===== config.mk =====
export PLATFORM = sky130hd
export DESIGN_NAME = dfp_line_adapter
export DESIGN_NICKNAME = d
export VERILOG_FILES = /design/src/rtl/dfp_line_adapter_pkg.sv /design/src/rtl/dfp_line_adapter.sv
export SDC_FILE = /design/constraint.sdc
export NUM_CORES = 1
export LEC_CHECK = 0
export ABC_AREA = 1
export ABC_CLOCK_PERIOD_IN_PS = 2900
export CORE_AREA = 4 4 277 279
export CTS_BUF_LIST = sky130_fd_sc_hd__clkbuf_2 sky130_fd_sc_hd__clkbuf_4 sky130_fd_sc_hd__clkbuf_8
export CTS_CLUSTER_SIZE = 10
export DETAILED_ROUTE_END_ITERATION = 7
export DIE_AREA = 0 0 281 283
export MAX_ROUTING_LAYER = met4
export PLACE_DENSITY_LB_ADDON = 0.05
export SYNTH_ARGS = -nofsm -noshare
export SYNTH_HDL_FRONTEND = slang
export SYNTH_SLANG_ARGS = --single-unit

===== constraint.sdc =====
create_clock -name clk -period 2.9 [get_ports clk]
set_input_delay 0.58 -clock clk [delete_from_list [all_inputs] [get_ports clk]]
set_output_delay 0.58 -clock clk [all_outputs]
set_load 0.02 [all_outputs]

===== src/rtl/dfp_line_adapter_pkg.sv =====
// Shared types for the mutative cache memory-side adapter.
// Line geometry and the adapter state encoding live here so the bench and RTL agree.
package mutative_types;

  localparam int LINE_WIDTH  = 256;
  localparam int BEAT_WIDTH  = 64;
  localparam int BEATS       = 4;
  localparam int OFFSET_BITS = 5;

  typedef enum logic [2:0] {
    IDLE,
    WR_BEAT,
    RD_REQ,
    RD_BEAT,
    RESP
  } adapter_state_t;

endpackage


===== src/rtl/dfp_line_adapter.sv =====
// Splits one 256-bit cache line transaction into four 64-bit burst beats and
// reassembles read beats into a full line before answering the cache.
module dfp_line_adapter
  import mutative_types::*;
#(
  parameter int LINE_WIDTH = mutative_types::LINE_WIDTH,
  parameter int BEAT_WIDTH = mutative_types::BEAT_WIDTH,
  parameter int BEATS      = mutative_types::BEATS
) (
  input  logic                  clk,
  input  logic                  rst_n,
  input  logic [31:0]           dfp_addr,
  input  logic                  dfp_read,
  input  logic                  dfp_write,
  input  logic [LINE_WIDTH-1:0] dfp_wdata,
  output logic [LINE_WIDTH-1:0] dfp_rdata,
  output logic                  dfp_resp,
  output logic [31:0]           bmem_addr,
  output logic                  bmem_read,
  output logic                  bmem_write,
  output logic [BEAT_WIDTH-1:0] bmem_wdata,
  input  logic                  bmem_ready,
  input  logic [BEAT_WIDTH-1:0] bmem_rdata,
  input  logic                  bmem_rvalid
);

  localparam int CNT_W = $clog2(BEATS);
  localparam logic [CNT_W-1:0] LAST_BEAT = CNT_W'(BEATS - 1);

  adapter_state_t          state_reg, state_next;
  logic [CNT_W-1:0]        cnt_reg, cnt_next;
  logic [LINE_WIDTH-1:0]   line_reg, line_next;
  logic [31:0]             addr_reg, addr_next;
  // Completed read line kept apart from the working buffer so it stays stable
  // through later writes and partially-filled reads.
  logic [LINE_WIDTH-1:0]   rdata_reg, rdata_next;

  always_ff @(posedge clk) begin
    if (!rst_n) begin
      state_reg <= IDLE;
      cnt_reg   <= '0;
      line_reg  <= '0;
      addr_reg  <= '0;
      rdata_reg <= '0;
    end else begin
      state_reg <= state_next;
      cnt_reg   <= cnt_next;
      line_reg  <= line_next;
      addr_reg  <= addr_next;
      rdata_reg <= rdata_next;
    end
  end

  always_comb begin
    state_next = state_reg;
    cnt_next   = cnt_reg;
    line_next  = line_reg;
    addr_next  = addr_reg;
    rdata_next = rdata_reg;
    dfp_resp   = 1'b0;
    bmem_read  = 1'b0;
    bmem_write = 1'b0;
    bmem_wdata = '0;

    unique case (state_reg)
      IDLE: begin
        cnt_next = '0;
        if (dfp_write) begin
          addr_next  = {dfp_addr[31:OFFSET_BITS], {OFFSET_BITS{1'b0}}};
          line_next  = dfp_wdata;
          state_next = WR_BEAT;
        end else if (dfp_read) begin
          addr_next  = {dfp_addr[31:OFFSET_BITS], {OFFSET_BITS{1'b0}}};
          state_next = RD_REQ;
        end
      end

      WR_BEAT: begin
        bmem_write = 1'b1;
        bmem_wdata = line_reg[cnt_reg*BEAT_WIDTH +: BEAT_WIDTH];
        if (bmem_ready) begin
          cnt_next = cnt_reg + CNT_W'(1);
          if (cnt_reg == LAST_BEAT) begin
            state_next = RESP;
          end
        end
      end

      RD_REQ: begin
        bmem_read = 1'b1;
        if (bmem_ready) begin
          state_next = RD_BEAT;
        end
      end

      RD_BEAT: begin
        if (bmem_rvalid) begin
          line_next[cnt_reg*BEAT_WIDTH +: BEAT_WIDTH] = bmem_rdata;
          cnt_next = cnt_reg + CNT_W'(1);
          if (cnt_reg == LAST_BEAT) begin
            rdata_next = line_next;
            state_next = RESP;
          end
        end
      end

      RESP: begin
        dfp_resp   = 1'b1;
        state_next = IDLE;
      end

      default: begin
        state_next = IDLE;
      end
    endcase
  end

  assign bmem_addr = addr_reg;
  assign dfp_rdata = rdata_reg;

endmodule


-- After elaboration in Yosys (flattened, before gate mapping)
Index checks and enable logic that the tools add are counted.
- add/subtract/negate cells: 2
- eq/ne operators: 10
- shifts and indexed selects: 3
- mux-type cells: 20
- reductions and logical operators: 9
- operators by type and width (kind ; number):
    256-bit two-way mux ; 2
    256-bit one-hot mux with 2 select lines ; 1
    256-bit bitwise mux ; 1
    64-bit by 34-bit variable shift with 256-bit output (first input constant) ; 1
    256-bit by 9-bit variable part select with 64-bit output ; 1
    64-bit by 34-bit variable part select with 256-bit output ; 1
    32-bit two-way mux ; 2
    64-bit two-way mux ; 1
    8-bit negator with 34-bit output ; 1
    3-bit two-way mux ; 6
    3-bit one-hot mux with 4 select lines ; 1
    3-bit AND reduction ; 3
    2-bit != test (second input constant) ; 4
    3-bit by 2-bit == test with 1-bit output (second input constant) ; 2
    2-bit one-hot mux with 3 select lines ; 1
    2-bit two-way mux ; 2
    4-bit AND reduction ; 1
    2-bit nonzero test ; 2
    3-bit by 1-bit == test with 1-bit output (second input constant) ; 1
    3-bit == test (second input constant) ; 1
    3-bit logical NOT ; 1
    1-bit two-way mux ; 3
    3-bit != test (second input constant) ; 1
    3-bit nonzero test ; 1
    3 further kinds ; 3
- flip-flop bits (word level): 549
- input port bits: 358
- output and inout bits: 355

-- Logic depth before layout (Yosys ltp)
Gate-level depths: netlist of run 1.
- depth after elaboration: 5
- depth in mapped cells: 12
- depth with buffers taken out: 8

-- Worst setup path before layout of run 1
OpenSTA, ideal clock, no wires.
- kind: register -> register
- from: register cnt_reg[0]
- to: register rdata_reg[101] (netlist: dfp_rdata[101])
- setup time: 115 ps
- arrival: 2305 ps
- setup slack: 479 ps
- cell stages (with the launch flop): 13
- buffers on the path: 4
- clock period less this slack: 2421 ps
- cells stage by stage: dfxtp_1 > buf_4 > inv_1 > buf_2 > clkbuf_1 > ha_1 > inv_1 > nor2_1 > nand2_1 > clkbuf_1 > o22ai_1 > o21ai_0 > inv_1
- longest elaborated chain between the ends: 3
- elaborated cells on any way between the ends: 6
- ends and longest elaborated chain (element ; line ; RTL):
    start: declaration ; dfp_line_adapter.sv:31 ; logic [CNT_W-1:0] cnt_reg, cnt_next;
    start signal: assignment ; dfp_line_adapter.sv:47 ; cnt_reg <= cnt_next;
    8-bit negator with 34-bit output ; dfp_line_adapter.sv:98 ; line_next[cnt_reg*BEAT_WIDTH +: BEAT_WIDTH] = bmem_rdata;
    64-bit by 34-bit variable part select with 256-bit output / 64-bit by 34-bit variable shift with 256-bit output (equally long branches) ; dfp_line_adapter.sv:98 ;
    256-bit bitwise mux ; dfp_line_adapter.sv:98 ;
    end signal: assignment ; dfp_line_adapter.sv:50 ; rdata_reg <= rdata_next;
    end: declaration ; dfp_line_adapter.sv:36 ; logic [LINE_WIDTH-1:0] rdata_reg, rdata_next;
Several ways; a longest one is shown, not always the timed one.
A chain may end at the register's enable or synchronous reset.

-- Worst setup path in the final report of run 1
- from: register cnt_reg[0]
- to: output port bmem_wdata[61]
- longest elaborated chain between the ends: 2
- ends and longest elaborated chain (element ; line ; RTL):
    256-bit by 9-bit variable part select with 64-bit output ; dfp_line_adapter.sv:80 ; bmem_wdata = line_reg[cnt_reg*BEAT_WIDTH +: BEAT_WIDTH];
    64-bit two-way mux ; dfp_line_adapter.sv:65 ; unique case (state_reg)
    end: declaration ; dfp_line_adapter.sv:21 ; output logic [BEAT_WIDTH-1:0] bmem_wdata,
Every way passes these cells.

==> flow_summary.toml, run 1 <==
[die]
die_h_um = 283
start_util_pct = 37.7
core.rowCount = 100
fp.dieW_um = 281
ios = 713
coreArea_um2 = 74200
die_area_um2 = 79500

[final_layout]
final_layout_size_suffix_gt1_share_pct = 7.73
fillers = 7705
final_area_um2 = 38200
final_cells = 6061
fin_nets = 5369
final_util_pct = 51.5
areaGrowthSynthToFinish_pct = 36.7

[routing]
drtPass1Iterations = 8
wl_per_cell_um = 21.1
drc = 0
dr_total_vias = 31720
ant_nets = 0
drt_iter0_markers = 3037
vias_per_cell = 5.23
wl_mm = 128

[timing]
slew_headroom_pct = 52.0
worst_slew_pin_slew_ns = 0.720
skew_ns = 0.0322
period_share_pct = 96.5
finalHoldViolCount = 0
maxSlewViolCount = 0
period_needed_ns = 2.80
tns_ns = 0
finalSetupViolCount = 0
holdWs_ns = 0.260
fmax_mhz = 357
rsz0062_at_grt = "true"

[clock_tree]
clk_latency_ns = 0.72
cts_buffer_depth = 3
ctsHoldBuffers = 0
cts_tree = "done"
cts_root_buf = "clkbuf_8"
cts_sinks = 544
h-tree-depth = 3
cts_buffers = 101
clk_pin_slew_worst_paths_ns = 0.06

[yosys]
synth_top_area_cell = "dfxtp_1"
synthTopCellsByArea = "dfxtp_1 39%, nor2_1 13%, o21ai_0 13%"
synth_warnings = 0
syn_avg_cell_area_um2 = 6.27
synth-seq-cells = 544
synth.distinct_cells = 26
synthesis.area_um2 = 28000
synth-seq-area-share_pct = 38.9
synthesis.instances = 4459
synth_top_area_share_pct = 38.9

[critical_path]
arrival_ns = 2.22
crit_required_ns = 2.32
rrSetupSlack_ns = 0.38
critPathLaunch = "cnt_reg[0]$_SDFFE_PN0P_"
r2r_end = "line_reg[133]$_SDFFE_PN0P_"
crit_end = "bmem_wdata[61]"
start_kind = "register"
crit_fanout = 39
critPathCaptureType = "output port"
regToRegStartpoint = "cnt_reg[0]$_SDFFE_PN0P_"
path_class = "reg -> out"
ff2ff_path_depth = 11

[placed_design]
gp_congestion = 0.902
dp_hpwl_mm = 83.6
place_inst = 5868
placed_cell_area_um2 = 36100
io_buffers = 702

[pwr]
p_per_area_nw_per_um2 = 805
ir_drop_uv = 746
leakagePower_nw = 15.9

[grt]
antenna_found_initial = 12
grt_max_degree = 116
grt_pass1_vias = 30096
grt_pass1_wl_mm = 189
grt_use_total_pct = 31.3
grt.overflow.total = 0

[job]
maxCapViolCount = 0

[outcome]
outcome = "completed"

[min_path]
hp-class = "in -> reg"
## layout make-up
cell class,count,area (µm²),area share [%]
clock buffers,165,2040,5.33
inverters,564,2150,5.62
well taps,969,1210,3.17
repair buffers,800,8170,21.4
multi-input cells,2994,13600,35.5
clock inverters,14,151,0.396
flip-flops and latches,544,10900,28.5
diodes,11,27.5,0.0720
## where the power goes
part	switching (mW)	internal [mW]	leakage, nW
Clock	3.56	4.60	1.16
Sequential	0.920	9.01	4.44
Combinational	8.50	4.19	10.3
## worst min path at each step
| stage | start | endpoint | slack [ns] | cells past startpoint |
|---|---|---|---|---|
| after floorplan | line_reg[191]$_SDFFE_PN0P_ | line_reg[191]$_SDFFE_PN0P_ | 0.49 | 2 |
| after global placement | bmem_addr[23]$_SDFFE_PN0P_ | bmem_addr[23]$_SDFFE_PN0P_ | 0.43 | 2 |
| after detailed placement | bmem_addr[8]$_SDFFE_PN0P_ | bmem_addr[8]$_SDFFE_PN0P_ | 0.43 | 2 |
| after CTS | rst_n | bmem_addr[23]$_SDFFE_PN0P_ | 0.22 | 3 |
| after global routing | rst_n | bmem_addr[15]$_SDFFE_PN0P_ | 0.24 | 3 |
| final | rst_n | bmem_addr[23]$_SDFFE_PN0P_ | 0.26 | 3 |
## cells in the mapped netlist (all sizes together)
| master | n |
|---|---|
| nor2 | 981 |
| o211ai | 1 |
| nand4 | 1 |
| nand3 | 105 |
| buf | 145 |
| clkinv | 1 |
| a31oi | 1 |
| a21oi | 509 |
| o22ai | 128 |
| dfxtp | 544 |
| ha | 6 |
| clkbuf | 216 |
| conb | 1 |
| nor3 | 3 |
| nand2 | 486 |
| inv | 563 |
| o21ai | 768 |
## layout by cell type, fill, tap and decap left out, types with 3 or more instances in the layout
| master | synthesis | layout |
|---|---|---|
| a21oi_1 | 509 | 485 |
| a21oi_2 | 0 | 22 |
| buf_12 | 0 | 52 |
| buf_2 | 91 | 53 |
| buf_4 | 20 | 52 |
| clkbuf_4 | 0 | 37 |
| clkbuf_8 | 0 | 128 |
| clkdlybuf4s15_2 | 0 | 4 |
| clkdlybuf4s50_1 | 0 | 634 |
| clkinv_2 | 1 | 7 |
| clkinvlp_4 | 0 | 4 |
| conb_1 | 1 | 5 |
| dfxtp_1 | 544 | 542 |
| diode_2 | 0 | 11 |
| ha_1 | 6 | 3 |
| ha_4 | 0 | 3 |
| inv_1 | 557 | 554 |
| inv_4 | 0 | 3 |
| inv_8 | 0 | 3 |
| nand2_1 | 484 | 481 |
| nand3_1 | 104 | 104 |
| nor2_1 | 979 | 977 |
| nor2_4 | 1 | 4 |
| nor3_1 | 3 | 3 |
| o21ai_0 | 728 | 727 |
| o21ai_1 | 40 | 40 |
| o22ai_1 | 128 | 128 |
## layer usage
| layer | up-vias | track usage (%) | share of wire [%] |
|---|---|---|---|
| met2 | 1445 | 47.3 | 44 |
| met5 | - | - | 0 |
| met4 | 0 | 13.5 | 4.7 |
| li1 | 15368 | - | - |
| met3 | 283 | 6.14 | 8.2 |
| met1 | 14624 | 41.0 | 43 |
## worst max-delay path: stages, from the launching register on
cell             delay [ns]
dfxtp_4                0.38
buf_12                 0.16
buf_12                 0.18
a21oi_1                0.14
o21ai_0                0.11
a21oi_2                0.20
clkdlybuf4s15_2        0.28
## per-stage QoR
| stage | setup slack [ns] | power [mW] |
|---|---|---|
| 3_3_place_gp | 0.218 | 22.5 |
| 4_1_cts | -0.0692 | 30.7 |
| 2_1_floorplan | 0.479 | 17.2 |
| 3_5_place_dp | 0.164 | 22.5 |
| 6_report | 0.100 | 30.8 |
| 5_1_grt | -0.0216 | 32.5 |
## timing repair
| action | 4_1_cts | 5_1_grt |
|---|---|---|
| setup buffers | 0 | 1 |
| setup endpoints to repair | 65 | 50 |
| gates resized for setup | 253 | 57 |
| pin swaps | 1 | 4 |
| gates cloned | 0 | 2 |
## cells by family after synthesis
kind of cell / count (synthesis) / synth area share [%]
simple gates: 1576 / 21.7
flops: 544 / 38.9
other cells: 1 / 0.0134
fa+ha+maj: 6 / 0.268
compound gates: 1407 / 25.8
buf+inv: 925 / 13.3
Power figures use the tool's default switching activity.
==> inputs of run 2 (changes only) <==
Settings changed: ABC_CLOCK_PERIOD_IN_PS 2900 to 3300, CELL_PAD_IN_SITES_DETAIL_PLACEMENT from default to 1, CELL_PAD_IN_SITES_GLOBAL_PLACEMENT from default to 1, CORE_AREA 4 4 277 279 to default, CORE_MARGIN from default to 4, CORE_UTILIZATION from default to 38, DIE_AREA 0 0 281 283 to default.
Clock period 2.9 ns to 3.3 ns, I/O delays scaled along.
==> run 2 against run 1 <==
Effect of this change: via count rose by 2.7%; worst hold slack improved by 0.15 ns; first-iteration DRC count fell by 9.0%; clock skew fell by 0.0015 ns; largest power group unchanged.
==> flow_summary.toml, run 2 (synthesis gave the netlist of run 1 again) <==
[outcome]
outcome = "completed"

[final_layout]
final_common_cell = "nor2_1"
final_area_um2 = 38000
areaGrowthSynthToFinish_pct = 36.0
mostFrequentLayoutCells = "977 x nor2_1, 728 x o21ai_0, 636 x clkdlybuf4s50_1, 555 x inv_1, 541 x dfxtp_1"
final_util_pct = 52.1
fin_nets = 5338
final_cells = 6031
fillers = 9567
final_layout_size_suffix_gt1_share_pct = 7.40

[pwr]
switching_share_pct = 42.9
ir_drop_uv = 582
p_switching_mw = 11.6
p_int_mw = 15.4
leakagePower_nw = 15.6
p_seq_share_pct = 32.7
pwr-share-clk_pct = 26.4
p_per_area_nw_per_um2 = 710
pwr-share-comb_pct = 40.8

[die]
core.rowCount = 99
die_h_um = 279
coreArea_um2 = 73000
ios = 713
die_area_um2 = 78000
fp.dieW_um = 279
start_util_pct = 38.3

[routing]
ant_nets = 0
wl_mm = 135
wl_per_cell_um = 22.4
drc = 0
drt_iter0_markers = 2763
drtPass1Iterations = 6
dr_total_vias = 32570
vias_per_cell = 5.40

[clock_tree]
clk_latency_ns = 0.73
cts_root_buf = "clkbuf_8"
h-tree-depth = 3
cts_tree = "done"
cts_buffer_depth = 3
ctsHoldBuffers = 0
cts_sinks = 544
cts_resized = 186
cts_buffers = 101
post-cts-setup-buffers = 0
clk_pin_slew_worst_paths_ns = 0.06

[critical_path]
critical_path.slowest_cell = "dfxtp_2"
start_kind = "register"
max_stage_delay_ns = 0.39
ff2ff_path_depth = 10
crit_required_ns = 2.64
r2r_end = "line_reg[163]$_SDFFE_PN0P_"
rrSetupSlack_ns = 0.39
arrival_ns = 2.54
critPathCaptureType = "output port"
crit_fanout = 37
path_class = "reg -> out"
crit_chain = "inv_1 > nor2_2 > inv_1 > nor2_2 > clkinv_2 > buf_12 > a21oi_2 > clkdlybuf4s15_2"
regToRegStartpoint = "cnt_reg[1]$_SDFFE_PN0P_"

[min_path]
hp-start = "rst_n"
hp-class = "in -> reg"
whs_path_depth = 3
hold_path_end = "line_reg[241]$_SDFFE_PN0P_"

[timing]
finalSetupViolCount = 0
slew_headroom_pct = 29.1
period_share_pct = 97.1
finalHoldViolCount = 0
maxSlewViolCount = 0
period_needed_ns = 3.20
fmax_mhz = 312
rsz0062_at_grt = "false"
tns_ns = 0
skew_ns = 0.0307
worst_slew_pin_slew_ns = 1.06

[placed_design]
dp_hpwl_mm = 88.9
gp_congestion = 0.903
io_buffers = 702
placed_cell_area_um2 = 35700
place_inst = 5830

[grt]
grt_pass1_wl_mm = 202
grt_max_degree = 185
grt_use_total_pct = 34.0
antenna_found_initial = 18
grt_pass1_vias = 32552
grt.overflow.total = 0

[job]
maxCapViolCount = 0
[run 2: cell types whose count changed in the layout (fill, tap and decap cells not counted), sizes merged]
| cell | delta |
|---|---|
| bufinv | -1 |
| buf | -86 |
| clkinv | +2 |
| diode | +7 |
| clkdlybuf4s15 | +36 |
| clkdlybuf4s50 | +2 |
| clkbuf | +21 |
| inv | -1 |
[run 2: per-layer routing]
metal	vias up	wire, µm	track usage [%]	part of all wire [%]
met4	0	6440	15.2	4.8
met3	292	9930	6.47	7.3
met1	15639	57100	43.4	42
met2	1333	61700	52.5	46
li1	15306	-	-	-
met5	-	0	-	0
[run 2: critical path, delay by kind of cell, from the launching register on]
| family | cells | cell delay (ns) |
|---|---|---|
| buffers and inverters | 5 | 0.81 |
| DFF | 1 | 0.39 |
| and+or+nand+nor | 2 | 0.27 |
| AOI/OAI and AO/OA | 1 | 0.27 |
[run 2: area by class of cell]
type	instances	area [µm²]	area share, %
antenna	18	45.0	0.118
clock buffer	169	2080	5.47
clock inverter	14	109	0.286
inverter	564	2140	5.63
multi-input combinational	2994	13600	35.8
sequential	544	10900	28.7
tap	959	1200	3.15
timing repair buffer	769	7940	20.9
[run 2: stage by stage]
stage	hold slack (ns)	worst slack [ns]	power (mW)
4_1_cts	0.368	-0.0226	26.9
2_1_floorplan	0.491	0.845	15.2
3_5_place_dp	0.440	0.141	19.7
6_report	0.413	0.0960	27.0
5_1_grt	0.405	0.00664	28.5
3_3_place_gp	0.431	0.197	19.5
[run 2: worst max-delay path by stage]
| stage | startpoint | endpoint | slack [ns] | depth (start not counted) |
|---|---|---|---|---|
| 3_3_place_gp | state_reg[0]$_SDFFE_PN0P_ | bmem_wdata[47] | 0.20 | 8 |
| 2_1_floorplan | state_reg[0]$_SDFFE_PN0P_ | bmem_wdata[10] | 0.84 | 7 |
| 4_1_cts | state_reg[0]$_SDFFE_PN0P_ | bmem_wdata[13] | -0.02 | 8 |
| 5_1_grt | state_reg[0]$_SDFFE_PN0P_ | bmem_wdata[33] | 0.007 | 8 |
| 3_5_place_dp | state_reg[0]$_SDFFE_PN0P_ | bmem_wdata[47] | 0.14 | 8 |
| 6_report | state_reg[0]$_SDFFE_PN0P_ | bmem_wdata[22] | 0.1 | 8 |
[run 2: power by group through the flow]
stage / Sequential (mW) / Combinational, mW / Clock (mW)
5_1_grt: 8.99 / 11.9 / 7.56
3_3_place_gp: 8.86 / 10.6 / 0
6_report: 8.84 / 11.0 / 7.13
4_1_cts: 8.80 / 10.8 / 7.25
3_5_place_dp: 8.91 / 10.8 / 0
2_1_floorplan: 8.77 / 6.38 / 0
